File: src/rtl/dmem_arbiter_if.sv
// Bus bundle between the two requesters, the arbiter and the data memory.
// Handshake: a requester raises rN_req with stable we/lock/addr/wdata and
// holds them until rN_gnt is seen high in the same cycle. The access happens
// in the gnt cycle. rN_rsp_valid pulses exactly one cycle later and carries
// rdata/err. There is no back-pressure on responses.
interface dmem_arbiter_if #(
    parameter int DW = 32,
    parameter int AW = 32
);
    logic          r0_req;
    logic          r0_we;
    logic          r0_lock;
    logic [AW-1:0] r0_addr;
    logic [DW-1:0] r0_wdata;
    logic          r0_gnt;
    logic          r0_rsp_valid;
    logic [DW-1:0] r0_rsp_rdata;
    logic          r0_rsp_err;

    logic          r1_req;
    logic          r1_we;
    logic          r1_lock;
    logic [AW-1:0] r1_addr;
    logic [DW-1:0] r1_wdata;
    logic          r1_gnt;
    logic          r1_rsp_valid;
    logic [DW-1:0] r1_rsp_rdata;
    logic          r1_rsp_err;

    logic          mem_wr_en;
    logic          mem_rd_en;
    logic [AW-1:0] mem_addr;
    logic [DW-1:0] mem_wdata;
    logic [DW-1:0] mem_rdata;

    // Requester/memory side (testbench or surrounding system)
    modport master (
        output r0_req, r0_we, r0_lock, r0_addr, r0_wdata,
        input  r0_gnt, r0_rsp_valid, r0_rsp_rdata, r0_rsp_err,
        output r1_req, r1_we, r1_lock, r1_addr, r1_wdata,
        input  r1_gnt, r1_rsp_valid, r1_rsp_rdata, r1_rsp_err,
        input  mem_wr_en, mem_rd_en, mem_addr, mem_wdata,
        output mem_rdata
    );

    // Arbiter side
    modport slave (
        input  r0_req, r0_we, r0_lock, r0_addr, r0_wdata,
        output r0_gnt, r0_rsp_valid, r0_rsp_rdata, r0_rsp_err,
        input  r1_req, r1_we, r1_lock, r1_addr, r1_wdata,
        output r1_gnt, r1_rsp_valid, r1_rsp_rdata, r1_rsp_err,
        output mem_wr_en, mem_rd_en, mem_addr, mem_wdata,
        input  mem_rdata
    );
endinterface

File: src/rtl/dmem_arbiter.sv
// Two-port round-robin arbiter with bounded lock in front of a single-ported
// word memory. One access per cycle; responses are registered one cycle later.
module dmem_arbiter #(
    parameter int DW       = 32,
    parameter int AW       = 32,
    parameter int DEPTH    = 32,
    parameter int MAX_LOCK = 8
) (
    input  logic       clk,
    input  logic       reset,
    dmem_arbiter_if.slave bus,
    output logic [1:0] state_dbg
);
    typedef enum logic [1:0] {
        IDLE = 2'd0,
        OWN0 = 2'd1,
        OWN1 = 2'd2
    } state_t;

    localparam int CW = $clog2(MAX_LOCK + 1);
    localparam logic [CW-1:0] CNT_SAT = CW'(MAX_LOCK);
    localparam logic [CW-1:0] CNT_REL = CW'(MAX_LOCK - 1);

    state_t        state, state_nxt;
    logic          last, last_nxt;
    logic [CW-1:0] lock_cnt, lock_cnt_nxt;

    logic          gnt0, gnt1, any_gnt;
    logic          sel_we, sel_lock, in_range;
    logic [AW-1:0] sel_addr;
    logic [DW-1:0] sel_wdata;

    assign state_dbg  = state;
    assign bus.r0_gnt = gnt0;
    assign bus.r1_gnt = gnt1;
    assign any_gnt    = gnt0 | gnt1;

    // Arbitration: owner-only while locked, round-robin on ties when idle.
    // No grant is issued while reset is held so nothing reaches memory.
    always_comb begin
        gnt0 = 1'b0;
        gnt1 = 1'b0;
        case (state)
            IDLE: begin
                if (bus.r0_req && bus.r1_req) begin
                    gnt0 = last;
                    gnt1 = !last;
                end else begin
                    gnt0 = bus.r0_req;
                    gnt1 = bus.r1_req;
                end
            end
            OWN0:    gnt0 = bus.r0_req;
            OWN1:    gnt1 = bus.r1_req;
            default: ;
        endcase
        if (reset) begin
            gnt0 = 1'b0;
            gnt1 = 1'b0;
        end
    end

    // Select the granted requester's fields and drive the memory port.
    always_comb begin
        sel_we    = gnt1 ? bus.r1_we    : bus.r0_we;
        sel_lock  = gnt1 ? bus.r1_lock  : bus.r0_lock;
        sel_addr  = gnt1 ? bus.r1_addr  : bus.r0_addr;
        sel_wdata = gnt1 ? bus.r1_wdata : bus.r0_wdata;
        in_range  = (sel_addr < AW'(DEPTH));
        bus.mem_wr_en = any_gnt && in_range && sel_we;
        bus.mem_rd_en = any_gnt && in_range && !sel_we;
        bus.mem_addr  = any_gnt ? sel_addr  : '0;
        bus.mem_wdata = any_gnt ? sel_wdata : '0;
    end

    // Next state: enter ownership on a locked grant, leave on an unlocked
    // owner grant or when the lock counter hits its limit.
    always_comb begin
        state_nxt    = state;
        last_nxt     = last;
        lock_cnt_nxt = lock_cnt;
        if (any_gnt) last_nxt = gnt1;
        case (state)
            IDLE: begin
                if (any_gnt && sel_lock) begin
                    state_nxt    = gnt1 ? OWN1 : OWN0;
                    lock_cnt_nxt = '0;
                end
            end
            OWN0, OWN1: begin
                if (lock_cnt != CNT_SAT) lock_cnt_nxt = lock_cnt + 1'b1;
                if (lock_cnt == CNT_REL) begin
                    // Forced release: the other requester wins the next tie.
                    state_nxt = IDLE;
                    last_nxt  = (state == OWN1);
                end else if (any_gnt && !sel_lock) begin
                    state_nxt = IDLE;
                end
            end
            default: state_nxt = IDLE;
        endcase
    end

    // FSM state, round-robin pointer and lock counter.
    always_ff @(posedge clk) begin
        if (reset) begin
            state    <= IDLE;
            last     <= 1'b1;
            lock_cnt <= '0;
        end else begin
            state    <= state_nxt;
            last     <= last_nxt;
            lock_cnt <= lock_cnt_nxt;
        end
    end

    // Registered responses: one cycle after each grant.
    always_ff @(posedge clk) begin
        if (reset) begin
            bus.r0_rsp_valid <= 1'b0;
            bus.r0_rsp_err   <= 1'b0;
            bus.r0_rsp_rdata <= '0;
            bus.r1_rsp_valid <= 1'b0;
            bus.r1_rsp_err   <= 1'b0;
            bus.r1_rsp_rdata <= '0;
        end else begin
            bus.r0_rsp_valid <= gnt0;
            bus.r0_rsp_err   <= gnt0 && !in_range;
            bus.r0_rsp_rdata <= (gnt0 && in_range && !sel_we) ? bus.mem_rdata : '0;
            bus.r1_rsp_valid <= gnt1;
            bus.r1_rsp_err   <= gnt1 && !in_range;
            bus.r1_rsp_rdata <= (gnt1 && in_range && !sel_we) ? bus.mem_rdata : '0;
        end
    end
endmodule

File: src/flat_wrapper.sv
// flat-port wrapper written by rule: the top's interface ports become plain ports
module dmem_arbiter_flat 
#(
    parameter int DW       = 32,
    parameter int AW       = 32,
    parameter int DEPTH    = 32,
    parameter int MAX_LOCK = 8
)
  (clk, reset, state_dbg, bus_r0_req, bus_r0_we, bus_r0_lock, bus_r0_addr, bus_r0_wdata, bus_r0_gnt, bus_r0_rsp_valid, bus_r0_rsp_rdata, bus_r0_rsp_err, bus_r1_req, bus_r1_we, bus_r1_lock, bus_r1_addr, bus_r1_wdata, bus_r1_gnt, bus_r1_rsp_valid, bus_r1_rsp_rdata, bus_r1_rsp_err, bus_mem_wr_en, bus_mem_rd_en, bus_mem_addr, bus_mem_wdata, bus_mem_rdata);
  dmem_arbiter_if #(.DW(DW), .AW(AW)) bus_i ();
  input  logic clk;
  input  logic reset;
  output logic [1:0] state_dbg;
  input wire logic [$bits(bus_i.r0_req)-1:0] bus_r0_req;
  input wire logic [$bits(bus_i.r0_we)-1:0] bus_r0_we;
  input wire logic [$bits(bus_i.r0_lock)-1:0] bus_r0_lock;
  input wire logic [$bits(bus_i.r0_addr)-1:0] bus_r0_addr;
  input wire logic [$bits(bus_i.r0_wdata)-1:0] bus_r0_wdata;
  output wire logic [$bits(bus_i.r0_gnt)-1:0] bus_r0_gnt;
  output wire logic [$bits(bus_i.r0_rsp_valid)-1:0] bus_r0_rsp_valid;
  output wire logic [$bits(bus_i.r0_rsp_rdata)-1:0] bus_r0_rsp_rdata;
  output wire logic [$bits(bus_i.r0_rsp_err)-1:0] bus_r0_rsp_err;
  input wire logic [$bits(bus_i.r1_req)-1:0] bus_r1_req;
  input wire logic [$bits(bus_i.r1_we)-1:0] bus_r1_we;
  input wire logic [$bits(bus_i.r1_lock)-1:0] bus_r1_lock;
  input wire logic [$bits(bus_i.r1_addr)-1:0] bus_r1_addr;
  input wire logic [$bits(bus_i.r1_wdata)-1:0] bus_r1_wdata;
  output wire logic [$bits(bus_i.r1_gnt)-1:0] bus_r1_gnt;
  output wire logic [$bits(bus_i.r1_rsp_valid)-1:0] bus_r1_rsp_valid;
  output wire logic [$bits(bus_i.r1_rsp_rdata)-1:0] bus_r1_rsp_rdata;
  output wire logic [$bits(bus_i.r1_rsp_err)-1:0] bus_r1_rsp_err;
  output wire logic [$bits(bus_i.mem_wr_en)-1:0] bus_mem_wr_en;
  output wire logic [$bits(bus_i.mem_rd_en)-1:0] bus_mem_rd_en;
  output wire logic [$bits(bus_i.mem_addr)-1:0] bus_mem_addr;
  output wire logic [$bits(bus_i.mem_wdata)-1:0] bus_mem_wdata;
  input wire logic [$bits(bus_i.mem_rdata)-1:0] bus_mem_rdata;
  assign bus_i.r0_req = bus_r0_req;
  assign bus_i.r0_we = bus_r0_we;
  assign bus_i.r0_lock = bus_r0_lock;
  assign bus_i.r0_addr = bus_r0_addr;
  assign bus_i.r0_wdata = bus_r0_wdata;
  assign bus_r0_gnt = bus_i.r0_gnt;
  assign bus_r0_rsp_valid = bus_i.r0_rsp_valid;
  assign bus_r0_rsp_rdata = bus_i.r0_rsp_rdata;
  assign bus_r0_rsp_err = bus_i.r0_rsp_err;
  assign bus_i.r1_req = bus_r1_req;
  assign bus_i.r1_we = bus_r1_we;
  assign bus_i.r1_lock = bus_r1_lock;
  assign bus_i.r1_addr = bus_r1_addr;
  assign bus_i.r1_wdata = bus_r1_wdata;
  assign bus_r1_gnt = bus_i.r1_gnt;
  assign bus_r1_rsp_valid = bus_i.r1_rsp_valid;
  assign bus_r1_rsp_rdata = bus_i.r1_rsp_rdata;
  assign bus_r1_rsp_err = bus_i.r1_rsp_err;
  assign bus_mem_wr_en = bus_i.mem_wr_en;
  assign bus_mem_rd_en = bus_i.mem_rd_en;
  assign bus_mem_addr = bus_i.mem_addr;
  assign bus_mem_wdata = bus_i.mem_wdata;
  assign bus_i.mem_rdata = bus_mem_rdata;
  dmem_arbiter #(.DW(DW), .AW(AW), .DEPTH(DEPTH), .MAX_LOCK(MAX_LOCK)) u_core (.clk(clk), .reset(reset), .bus(bus_i), .state_dbg(state_dbg));
endmodule
File: config.mk
export PLATFORM = sky130hd
export DESIGN_NAME = dmem_arbiter_flat
export DESIGN_NICKNAME = d
export VERILOG_FILES = /design/src/rtl/dmem_arbiter_if.sv /design/src/rtl/dmem_arbiter.sv /design/src/flat_wrapper.sv
export SDC_FILE = /design/constraint.sdc
export NUM_CORES = 1
export LEC_CHECK = 0
export CELL_PAD_IN_SITES_DETAIL_PLACEMENT = 2
export CELL_PAD_IN_SITES_GLOBAL_PLACEMENT = 2
export CORE_UTILIZATION = 16
export CTS_CLUSTER_DIAMETER = 30
export DETAILED_ROUTE_END_ITERATION = 10
export GPL_TIMING_DRIVEN = 0
export HOLD_SLACK_MARGIN = 0.05
export PLACE_DENSITY = 0.88
export RECOVER_POWER = 50
export SETUP_SLACK_MARGIN = 0.2
export SLEW_MARGIN = 20
export SYNTH_ARGS = -nofsm -noshare
export SYNTH_HDL_FRONTEND = slang
export SYNTH_SLANG_ARGS = --single-unit
File: constraint.sdc
create_clock -name clk -period 4.05 [get_ports clk]
set_input_delay 0.81 -clock clk [delete_from_list [all_inputs] [get_ports clk]]
set_output_delay 0.81 -clock clk [all_outputs]
set_load 0.01 [all_outputs]
# == Word level (Yosys, flattened, before mapping) ==
# Index checks and enable logic that the tools add are counted.
# classes
bitwise_logic,3
shifts,0
reduce_logical,23
div_mod_pow,0
n_eq_ne,7
mul,0
addsub,1
n_mux,23
magnitude_cmp,1
# ops
operator,n
two-way mux 32 bit,4
"< comparator 32 x 6 -> 1 bit, second input constant",1
logical AND 1 bit,12
two-way mux 1 bit,9
two-way mux 2 bit,4
two-way mux 4 bit,2
one-hot mux 4 bit (2 select lines),1
OR reduction 2 bit,3
"adder 4 x 1 -> 4 bit, second input constant",1
"== test 4 x 3 -> 1 bit, second input constant",1
zero test 1 bit,4
"!= test 2 x 1 -> 1 bit, second input constant",2
"!= test 4 bit, second input constant",1
one-hot mux 1 bit (2 select lines),2
one-hot mux 2 bit (2 select lines),1
"!= test 3 x 1 -> 1 bit, second input constant",1
AND reduction 3 bit,1
"== test 2 x 1 -> 1 bit, second input constant",1
"== test 2 bit, second input constant",1
zero test 2 bit,1
inverter 1 bit,2
AND reduction 2 bit,1
nonzero test 2 bit,1
OR 1 bit,1
# totals
output_inout_bits,138
mem_count,0
word_cells,67
input_bits,168
ram_bits,0
romBits,0
reg_bits,75
latchBits,0

# == Longest topological paths before layout ==
# Gate-level depths: netlist of run 1.
# depth
ltp_word,10
depth_mapped,10
depth_no_buf,8

# == Least setup slack after synthesis of run 1 ==
# OpenSTA, ideal clock, no wires.
# synth_timing
path_type,input port to output port
start,in reset
end,out bus_mem_addr[0]
t_required_ps,3240
path_stages,8
n_path_buf,4
path_slack_ps,975
arrival_ps,2265
cell_sequence,buf_2 nor2b_1 o21ai_4 inv_2 buf_2 buf_2 clkbuf_1 a22o_1
# synth_between
elab_chain_len,3
word_cells_on_any_way,5
cone_classes,4 x mux; 1 x bitwise
# synth_lines
element,line_no,text
"start, declared",flat_wrapper.sv:12,input logic reset;
two-way mux 1 bit,dmem_arbiter.sv:57,if (reset) begin
two-way mux 32 bit / OR 1 bit (equally long branches),"dmem_arbiter.sv:67, dmem_arbiter.sv:36",
two-way mux 32 bit (*),dmem_arbiter.sv:72,bus.mem_addr = any_gnt ? sel_addr : '0;
"end, declared",flat_wrapper.sv:34,output wire logic [$bits(bus_i.mem_addr)-1:0] bus_mem_addr;
# Every way passes the cells marked *; elsewhere a longest branch is shown, timed or not.

# == Final worst setup path of run 1 ==
# layout_timing
start,in bus_r1_req
end,out bus_mem_wdata[13]
# layout_between
elab_chain_len,6
word_cells_on_any_way,10
cone_classes,8 x mux; 1 x bitwise; 1 x reduce/logical
# layout_lines
element,line_no,text
"start, declared",flat_wrapper.sv:23,input wire logic [$bits(bus_i.r1_req)-1:0] bus_r1_req;
logical AND 1 bit,dmem_arbiter.sv:45,if (bus.r0_req && bus.r1_req) begin
two-way mux 1 bit,dmem_arbiter.sv:45,
one-hot mux 1 bit (2 select lines),dmem_arbiter.sv:43,case (state)
two-way mux 1 bit,dmem_arbiter.sv:57,
two-way mux 32 bit / OR 1 bit (equally long branches),"dmem_arbiter.sv:68, dmem_arbiter.sv:36",
two-way mux 32 bit (*),dmem_arbiter.sv:73,bus.mem_wdata = any_gnt ? sel_wdata : '0;
"end, declared",flat_wrapper.sv:35,output wire logic [$bits(bus_i.mem_wdata)-1:0] bus_mem_wdata;
# Marks and branches as above.

==> metrics.log, run 1 <==
INFO  metric crit_end_category = primary output
INFO  metric cts_tree = done
INFO  metric run_status = complete, but fails checks
INFO  metric synthDominantCellAreaShare = 47.4%
INFO  metric mappedNetlistArea = approximately 3200 µm²
INFO  metric post-route-cell-area = 7010 µm²
INFO  metric number_of_global_route_vias_before_repair = 4348
INFO  metric netlist.top_cell.by_area = dfxtp_1
INFO  metric setup_repair_after_global_routing_missed_its_margin = no
INFO  metric syn_avg_cell_area = roughly 9.9 µm²
INFO  metric number_of_enable_type_register_cells_in_the_synthesized_netlist = 0
INFO  metric synth_top_cells_by_area = dfxtp_1, a22o_1, and2_1
INFO  metric cp.required = ~3.2 ns
INFO  metric ys.warnings.count = 0
INFO  metric dp.final_hpwl = 14000 µm
INFO  metric vias_per_cell = ~4.2
INFO  metric ant_nets = 0
INFO  metric classification_of_the_worst_setup_path = in2out
INFO  metric gp_congestion = 0.782
INFO  metric placedCellCount = around 900
INFO  metric rows = between 50 and 60
INFO  metric synth-seq-cells = between 70 and 80
INFO  metric die_area = about 20000 µm²
INFO  metric asyncSetResetFlopFracSynth = 0%
INFO  metric area_grow_syn2layout = 122%
INFO  metric ioPinCount = between 300 and 400
INFO  metric core_area = 19400 µm²
INFO  metric max-cap-violations = 0
INFO  metric clk_root_buffer_cell = clkbuf_16
INFO  metric placement.cell_area = around 6500 µm²
INFO  metric vdd.ir_drop.worst = 0.160 mV
INFO  metric drive_above_1_share = 6.35%
INFO  metric path_max_fanout = 10
INFO  metric layout.filler_cells = ~2100
INFO  metric gr_ovfl_total = 0
INFO  metric dr_total_vias = 3853
INFO  metric post_drt_wl_per_cell = approximately 18 µm
INFO  metric route.final.wire_length = 16700 µm
INFO  metric power_density = 285 nW/µm²
INFO  metric layout_common_cells = clkdlybuf4s50_1, dfxtp_1, dlygate4sd3_1
INFO  metric clock_latency = 0.32 ns
INFO  metric grt_max_degree = 14
INFO  metric cts-buffers-inserted = 9
INFO  metric post_synth_inst_count = 320
INFO  metric critical_path.startpoint_type = primary input
INFO  metric fp.dieW = 143 µm
INFO  metric fin_nets = about 820
INFO  metric grt_pass1_wl = approximately 25000 µm
INFO  metric initial_core_util = approximately 16%
INFO  metric power.leakage = 3.40 nW
INFO  metric timing.final.max_slew_violations = 0
INFO  metric number_of_hold_violations_in_the_final_report = 0
INFO  metric reg2reg_slack = between 1 and 1.5 ns
INFO  metric drt-pass1-iter-count = 7
INFO  metric min_period_over_period = 94.1%
INFO  metric mostFrequentLayoutCell = clkdlybuf4s50_1
INFO  metric worst_pin_slew = 0.966 ns
INFO  metric cts_hold_buf = 0
INFO  metric placement.io_buffers = 304
INFO  metric post_synth_num_cell_types = 37
INFO  metric cts.reportedPaths.clkPinSlew = 0.06 ns
INFO  metric fin_total_pwr = 0.00200 W
INFO  metric fin_setup_tns = 0 ns
INFO  metric detail_route.drc_violations = 1
INFO  metric fmax = around 260 MHz
INFO  metric clkSinkCount = 75
INFO  metric failing_checks = DRC
INFO  metric timing.final.crit_period = 3.81 ns
INFO  metric hold_path.class = reg2reg
INFO  metric cts.htree.levels = 3
INFO  metric yosysSeqAreaShare = 47.4%
INFO  metric antenna_found_initial = 1
INFO  metric total_routing_resource_utilization_after_global_routing = approximately 16%
INFO  metric finalSetupViolations = 0
INFO  metric fin_cells = roughly 910
INFO  metric cts-root-to-sink-buffers = 2
INFO  metric die_height = 143 µm
INFO  metric mappedNetlistNets = around 490
INFO  metric worst_slew_margin_rel = between 30% and 40%
INFO  metric fin_worst_skew = 0.00664 ns
INFO  metric detail_route.iter0.violations = 90
INFO  metric finalHoldWorstSlack = 0.540 ns
INFO  metric yosys_most_used_dff = dfxtp_1
INFO  metric worst_ep_arrival_time = 3.00 ns
cell families after synthesis:
logic type / count (synthesis) / synth area share (%)
buffers and inverters: 35 / 4.47
adder cells (fa/ha/maj): 6 / 2.37
flip-flops: 75 / 47.4
AND/OR/NAND/NOR: 114 / 21.2
AO/OA/AOI/OAI: 90 / 24.5
synth_stat cells (2+ instances only):
| cell type | n |
|---|---|
| buf_1 | 2 |
| nor3_1 | 9 |
| dfxtp_1 | 75 |
| and2_1 | 64 |
| nand3_1 | 4 |
| o21ai_0 | 3 |
| a22o_1 | 64 |
| nand4_1 | 2 |
| o211ai_1 | 3 |
| nand2_1 | 6 |
| clkbuf_1 | 12 |
| nor2b_1 | 3 |
| nor2_1 | 7 |
| a211o_1 | 2 |
| or4_1 | 2 |
| a21oi_1 | 5 |
| nor4_1 | 13 |
| ha_1 | 6 |
| buf_2 | 7 |
| a32o_1 | 3 |
| inv_1 | 12 |
through the flow:
stage	setup WS (ns)	utilization, %
finish	0.241	36.2
global route	0.136	36.2
CTS	0.156	35.8
detailed placement	-0.473	33.7
global placement	-0.436	33.7
floorplan	0.975	-
what timing repair did:
action,CTS,global route
resized for setup,43,43
pin swaps,4,1
cloned,0,0
buffers inserted,6,0
setup endpoints to repair,67,48
layer usage:
metal / GRT usage [%] / wire, µm
met4: 4.75 / 317
met2: 31.5 / 9140
met1: 17.0 / 6200
met3: 3.86 / 1050
met5: 0 / 0
layout make-up:
type / instances / area, µm² / share of cell area [%]
Timing Repair Buffer: 310 / 3130 / 44.7
Inverter: 13 / 48.8 / 0.696
Clock buffer: 11 / 233 / 3.32
Multi-Input combinational cell: 210 / 1560 / 22.3
Tap cell: 265 / 332 / 4.73
Buffer: 22 / 161 / 2.30
Clock inverter: 5 / 38.8 / 0.553
Antenna cell: 1 / 2.50 / 0.0357
Sequential cell: 75 / 1500 / 21.4
flip-flops by register name, summed over array words and instances, names as in the netlist:
register / count
u_core.last: 1
u_core.state_dbg: 2
u_core.bus.r1_rsp_valid: 1
u_core.bus.r0_rsp_err: 1
u_core.bus.r0_rsp_rdata: 32
u_core.lock_cnt: 4
u_core.bus.r0_rsp_valid: 1
u_core.bus.r1_rsp_rdata: 32
u_core.bus.r1_rsp_err: 1
critical path, cell delays in order:
cell	delay, ns
dlygate4sd3_1	0.55
or3b_2	0.45
o211ai_1	0.20
nor2_4	0.07
clkbuf_4	0.21
a22o_1	0.21
clkdlybuf4s50_1	0.50
path summary, 6_finish.rpt:
path,from,end,cells past startpoint
worst max register to register,u_core.state_dbg[0],u_core.bus.r1_rsp_rdata[17],8
worst min-delay path,u_core.lock_cnt[2],u_core.lock_cnt[2],2
worst max-delay path,bus_r1_req,bus_mem_wdata[13],7
worst min register to register,u_core.lock_cnt[2],u_core.lock_cnt[2],2
power breakdown:
group / switching [W] / internal, W / leakage (nW) / total [W]
clock network: 0.000308 / 0.000418 / 0.130 / 0.000726
logic: 0.000206 / 0.000317 / 2.66 / 0.000523
registers: 0.00000486 / 0.000744 / 0.605 / 0.000749
(Power assumes the default switching activity.)
==> inputs of run 2 (changes only) <==
--- a/config.mk
+++ b/config.mk
@@ -10,7 +10,6 @@
 export CORE_UTILIZATION = 16
 export CTS_CLUSTER_DIAMETER = 30
 export DETAILED_ROUTE_END_ITERATION = 10
-export GPL_TIMING_DRIVEN = 0
 export HOLD_SLACK_MARGIN = 0.05
 export PLACE_DENSITY = 0.88
 export RECOVER_POWER = 50
==> run 2 against run 1 <==
Effect of this change:
- the flow still finishes with violations (DRC)
- final cell count is 1.2% lower
- combinational power is 1% higher
- sequential share of layout area is 0.096 points higher
- hold slack worse by 0.017 ns
- flip-flop and latch count stayed put
- non-clock buffer count is 10 lower
- clock power is 20% higher
- largest cell class unchanged
==> metrics.log, run 2 (same netlist as run 1, synthesis figures left out) <==
INFO  metric run_status = complete, but fails checks (unchanged)
INFO  metric cp.required = 3.24 ns (about the same)
INFO  metric cts.reportedPaths.clkPinSlew = 0.06 ns (about the same)
INFO  metric number_of_global_route_vias_before_repair = 4250 (was 4348)
INFO  metric ioPinCount = 306 (unchanged)
INFO  metric grt_max_degree = 54 (was 14)
INFO  metric min_period_over_period = 93.6% (was 94.1%)
INFO  metric dr_total_vias = 3789 (was 3853)
INFO  metric layout_common_cells = clkdlybuf4s50_1, dfxtp_1, dlygate4sd3_1 (unchanged)
INFO  metric post-route-cell-area = 6980 µm² (was 7010 µm²)
INFO  metric cts-root-to-sink-buffers = 2 (unchanged)
INFO  metric power.leakage = 2.92 nW (was 3.40 nW)
INFO  metric clock_latency = 0.34 ns (was 0.32 ns)
INFO  metric dp.final_hpwl = 13300 µm (was 14000 µm)
INFO  metric worst_pin_slew = 1.26 ns (was 0.966 ns)
INFO  metric proportion_of_total_power_due_to_net_switching = 25.0% (was 26.0%)
INFO  metric route.final.wire_length = 16500 µm (was 16700 µm)
INFO  metric fin_util = 36.0% (was 36.2%)
INFO  metric die_height = 143 µm (unchanged)
INFO  metric cts_hold_buf = 0 (unchanged)
INFO  metric max-cap-violations = 0 (unchanged)
INFO  metric post_drt_wl_per_cell = 18.3 µm (about the same)
INFO  metric switchingPower = 0.000538 W (was 0.000519 W)
INFO  metric detail_route.iter0.violations = 79 (was 90)
INFO  metric rows = 51 (unchanged)
INFO  metric fp.dieW = 143 µm (unchanged)
INFO  metric worst_slew_margin_rel = 16.2% (was 35.0%)
INFO  metric finalSetupViolations = 0 (unchanged)
INFO  metric hold_path.class = reg2reg (unchanged)
INFO  metric setup_repair_after_global_routing_missed_its_margin = yes (was no)
INFO  metric vdd.ir_drop.worst = 0.160 mV (about the same)
INFO  metric placement.cell_area = 6610 µm² (was 6540 µm²)
INFO  metric antenna_found_initial = 0 (was 1)
INFO  metric mostFrequentLayoutCell = clkdlybuf4s50_1 (unchanged)
INFO  metric clk_root_buffer_cell = clkbuf_16 (unchanged)
INFO  metric drt-pass1-iter-count = 7 (unchanged)
INFO  metric cts.htree.levels = 3 (unchanged)
INFO  metric ant_nets = 0 (unchanged)
INFO  metric classification_of_the_worst_setup_path = in2out (unchanged)
INFO  metric cts-buffers-inserted = 9 (unchanged)
INFO  metric drive_above_1_share = 6.45% (was 6.35%)
INFO  metric placedCellCount = 883 (was 889)
INFO  metric crit_end_category = primary output (unchanged)
INFO  metric placement.io_buffers = 305 (was 304)
INFO  metric finalHoldWorstSlack = 0.523 ns (was 0.540 ns)
INFO  metric combinational_power_share = 24.6% (was 26.2%)
INFO  metric failing_checks = DRC (unchanged)
INFO  metric total_routing_resource_utilization_after_global_routing = 16.0% (was 16.2%)
INFO  metric initial_core_util = 16.3% (unchanged)
INFO  metric clockPowerShare = 40.6% (was 36.3%)
INFO  metric grt_pass1_wl = 24400 µm (was 24900 µm)
INFO  metric fin_worst_skew = 0.00561 ns (was 0.00664 ns)
INFO  metric area_grow_syn2layout = 121% (was 122%)
INFO  metric worst_ep_arrival_time = 2.98 ns (was 3.00 ns)
INFO  metric core_area = 19400 µm² (unchanged)
INFO  metric timing.final.max_slew_violations = 0 (unchanged)
INFO  metric power.internal = 0.00161 W (was 0.00148 W)
INFO  metric vias_per_cell = 4.21 (was 4.22)
INFO  metric gp_congestion = 0.764 (was 0.782)
INFO  metric die_area = 20400 µm² (unchanged)
INFO  metric antenna_cells = 0 (was 1)
INFO  metric timing.final.crit_period = 3.79 ns (was 3.81 ns)
INFO  metric fin_setup_tns = 0 ns (unchanged)
INFO  metric detail_route.drc_violations = 1 (unchanged)
INFO  metric power_density = 308 nW/µm² (was 285 nW/µm²)
INFO  metric fin_cells = 901 (was 912)
INFO  metric path_max_fanout = 53 (was 10)
INFO  metric fin_nets = 805 (was 815)
INFO  metric fmax = 264 MHz (was 263 MHz)
INFO  metric gr_ovfl_total = 0 (unchanged)
INFO  metric cts_tree = done (unchanged)
INFO  metric clkSinkCount = 75 (unchanged)
INFO  metric power.share.sequential = 34.8% (was 37.5%)
INFO  metric biggestRegsByFlops = u_core.bus.r0_rsp_rdata: 32 flops, u_core.bus.r1_rsp_rdata: 32 flops, u_core.lock_cnt: 4 flops (unchanged)
INFO  metric critical_path.startpoint_type = primary input (unchanged)
INFO  metric number_of_hold_violations_in_the_final_report = 0 (unchanged)
-- run 2: changes by cell type in the layout (fill, tap and decap cells not counted), moves of 4 or more --
cell / change
and2_0: +4
nor4_2: +4
clkbuf_1: -8
buf_6: -4
clkdlybuf4s50_1: +42
nor4_1: -4
and2_1: -4
dlygate4sd2_1: -12
clkbuf_4: -4
dlymetal6s2s_1: -27
buf_4: +7
-- run 2: final cells by class --
type	count	area (µm²)
fillers	2128	12400
repair buffers	322	3200
multi-input cells	210	1580
flip-flops and latches	75	1500
well taps	265	332
clock buffers	9	225
clock inverters	7	98.8
inverters	13	48.8
-- run 2: power groups by stage --
stage                     clock network [W]  logic (W)  registers [W]
after global routing               0.000931   0.000564       0.000749
after floorplan                           0   0.000167       0.000767
after CTS                          0.000897   0.000538       0.000749
final                              0.000872   0.000529       0.000749
after detailed placement                  0   0.000529       0.000766
after global placement                    0   0.000523       0.000765
-- run 2: what timing repair did --
item	in CTS	in global routing
setup buffers	1	1
gates resized for setup	5	7
setup endpoints to repair	3	4
pin swaps	1	1
-- run 2: stage by stage --
stage	total power, W	setup slack, ns
5_1_grt	0.00224	0.139
4_1_cts	0.00218	0.211
3_5_place_dp	0.00129	0.0498
3_3_place_gp	0.00129	0.109
2_1_floorplan	0.000934	0.975
6_report	0.00215	0.259
-- run 2: per-layer routing --
metal	up-vias	global-route usage (%)	share of wire [%]
li1	1787	-	-
met1	1819	16.3	38
met2	172	31.4	54
met3	11	4.73	6.8
met4	0	3.57	0.97
met5	-	0	0
-- run 2: worst max-delay path, cell delays in order --
cell and delay, ns:
clkdlybuf4s50_1 0.48, or3b_2 0.44, o211ai_1 0.10, buf_4 0.17, nor2_4 0.05, buf_12 0.17, a22o_1 0.24, clkdlybuf4s50_1 0.48
-- run 2: final timing paths --
| check | from | end | slack [ns] | cells past startpoint |
|---|---|---|---|---|
| worst min-delay path | u_core.lock_cnt[1] | u_core.lock_cnt[1] | 0.52 | 2 |
| worst max register to register | u_core.state_dbg[0] | u_core.bus.r1_rsp_rdata[3] | 1.24 | 8 |
| worst max-delay path | bus_r1_req | bus_mem_addr[13] | 0.26 | 8 |
| worst min register to register | u_core.lock_cnt[1] | u_core.lock_cnt[1] | 0.52 | 2 |
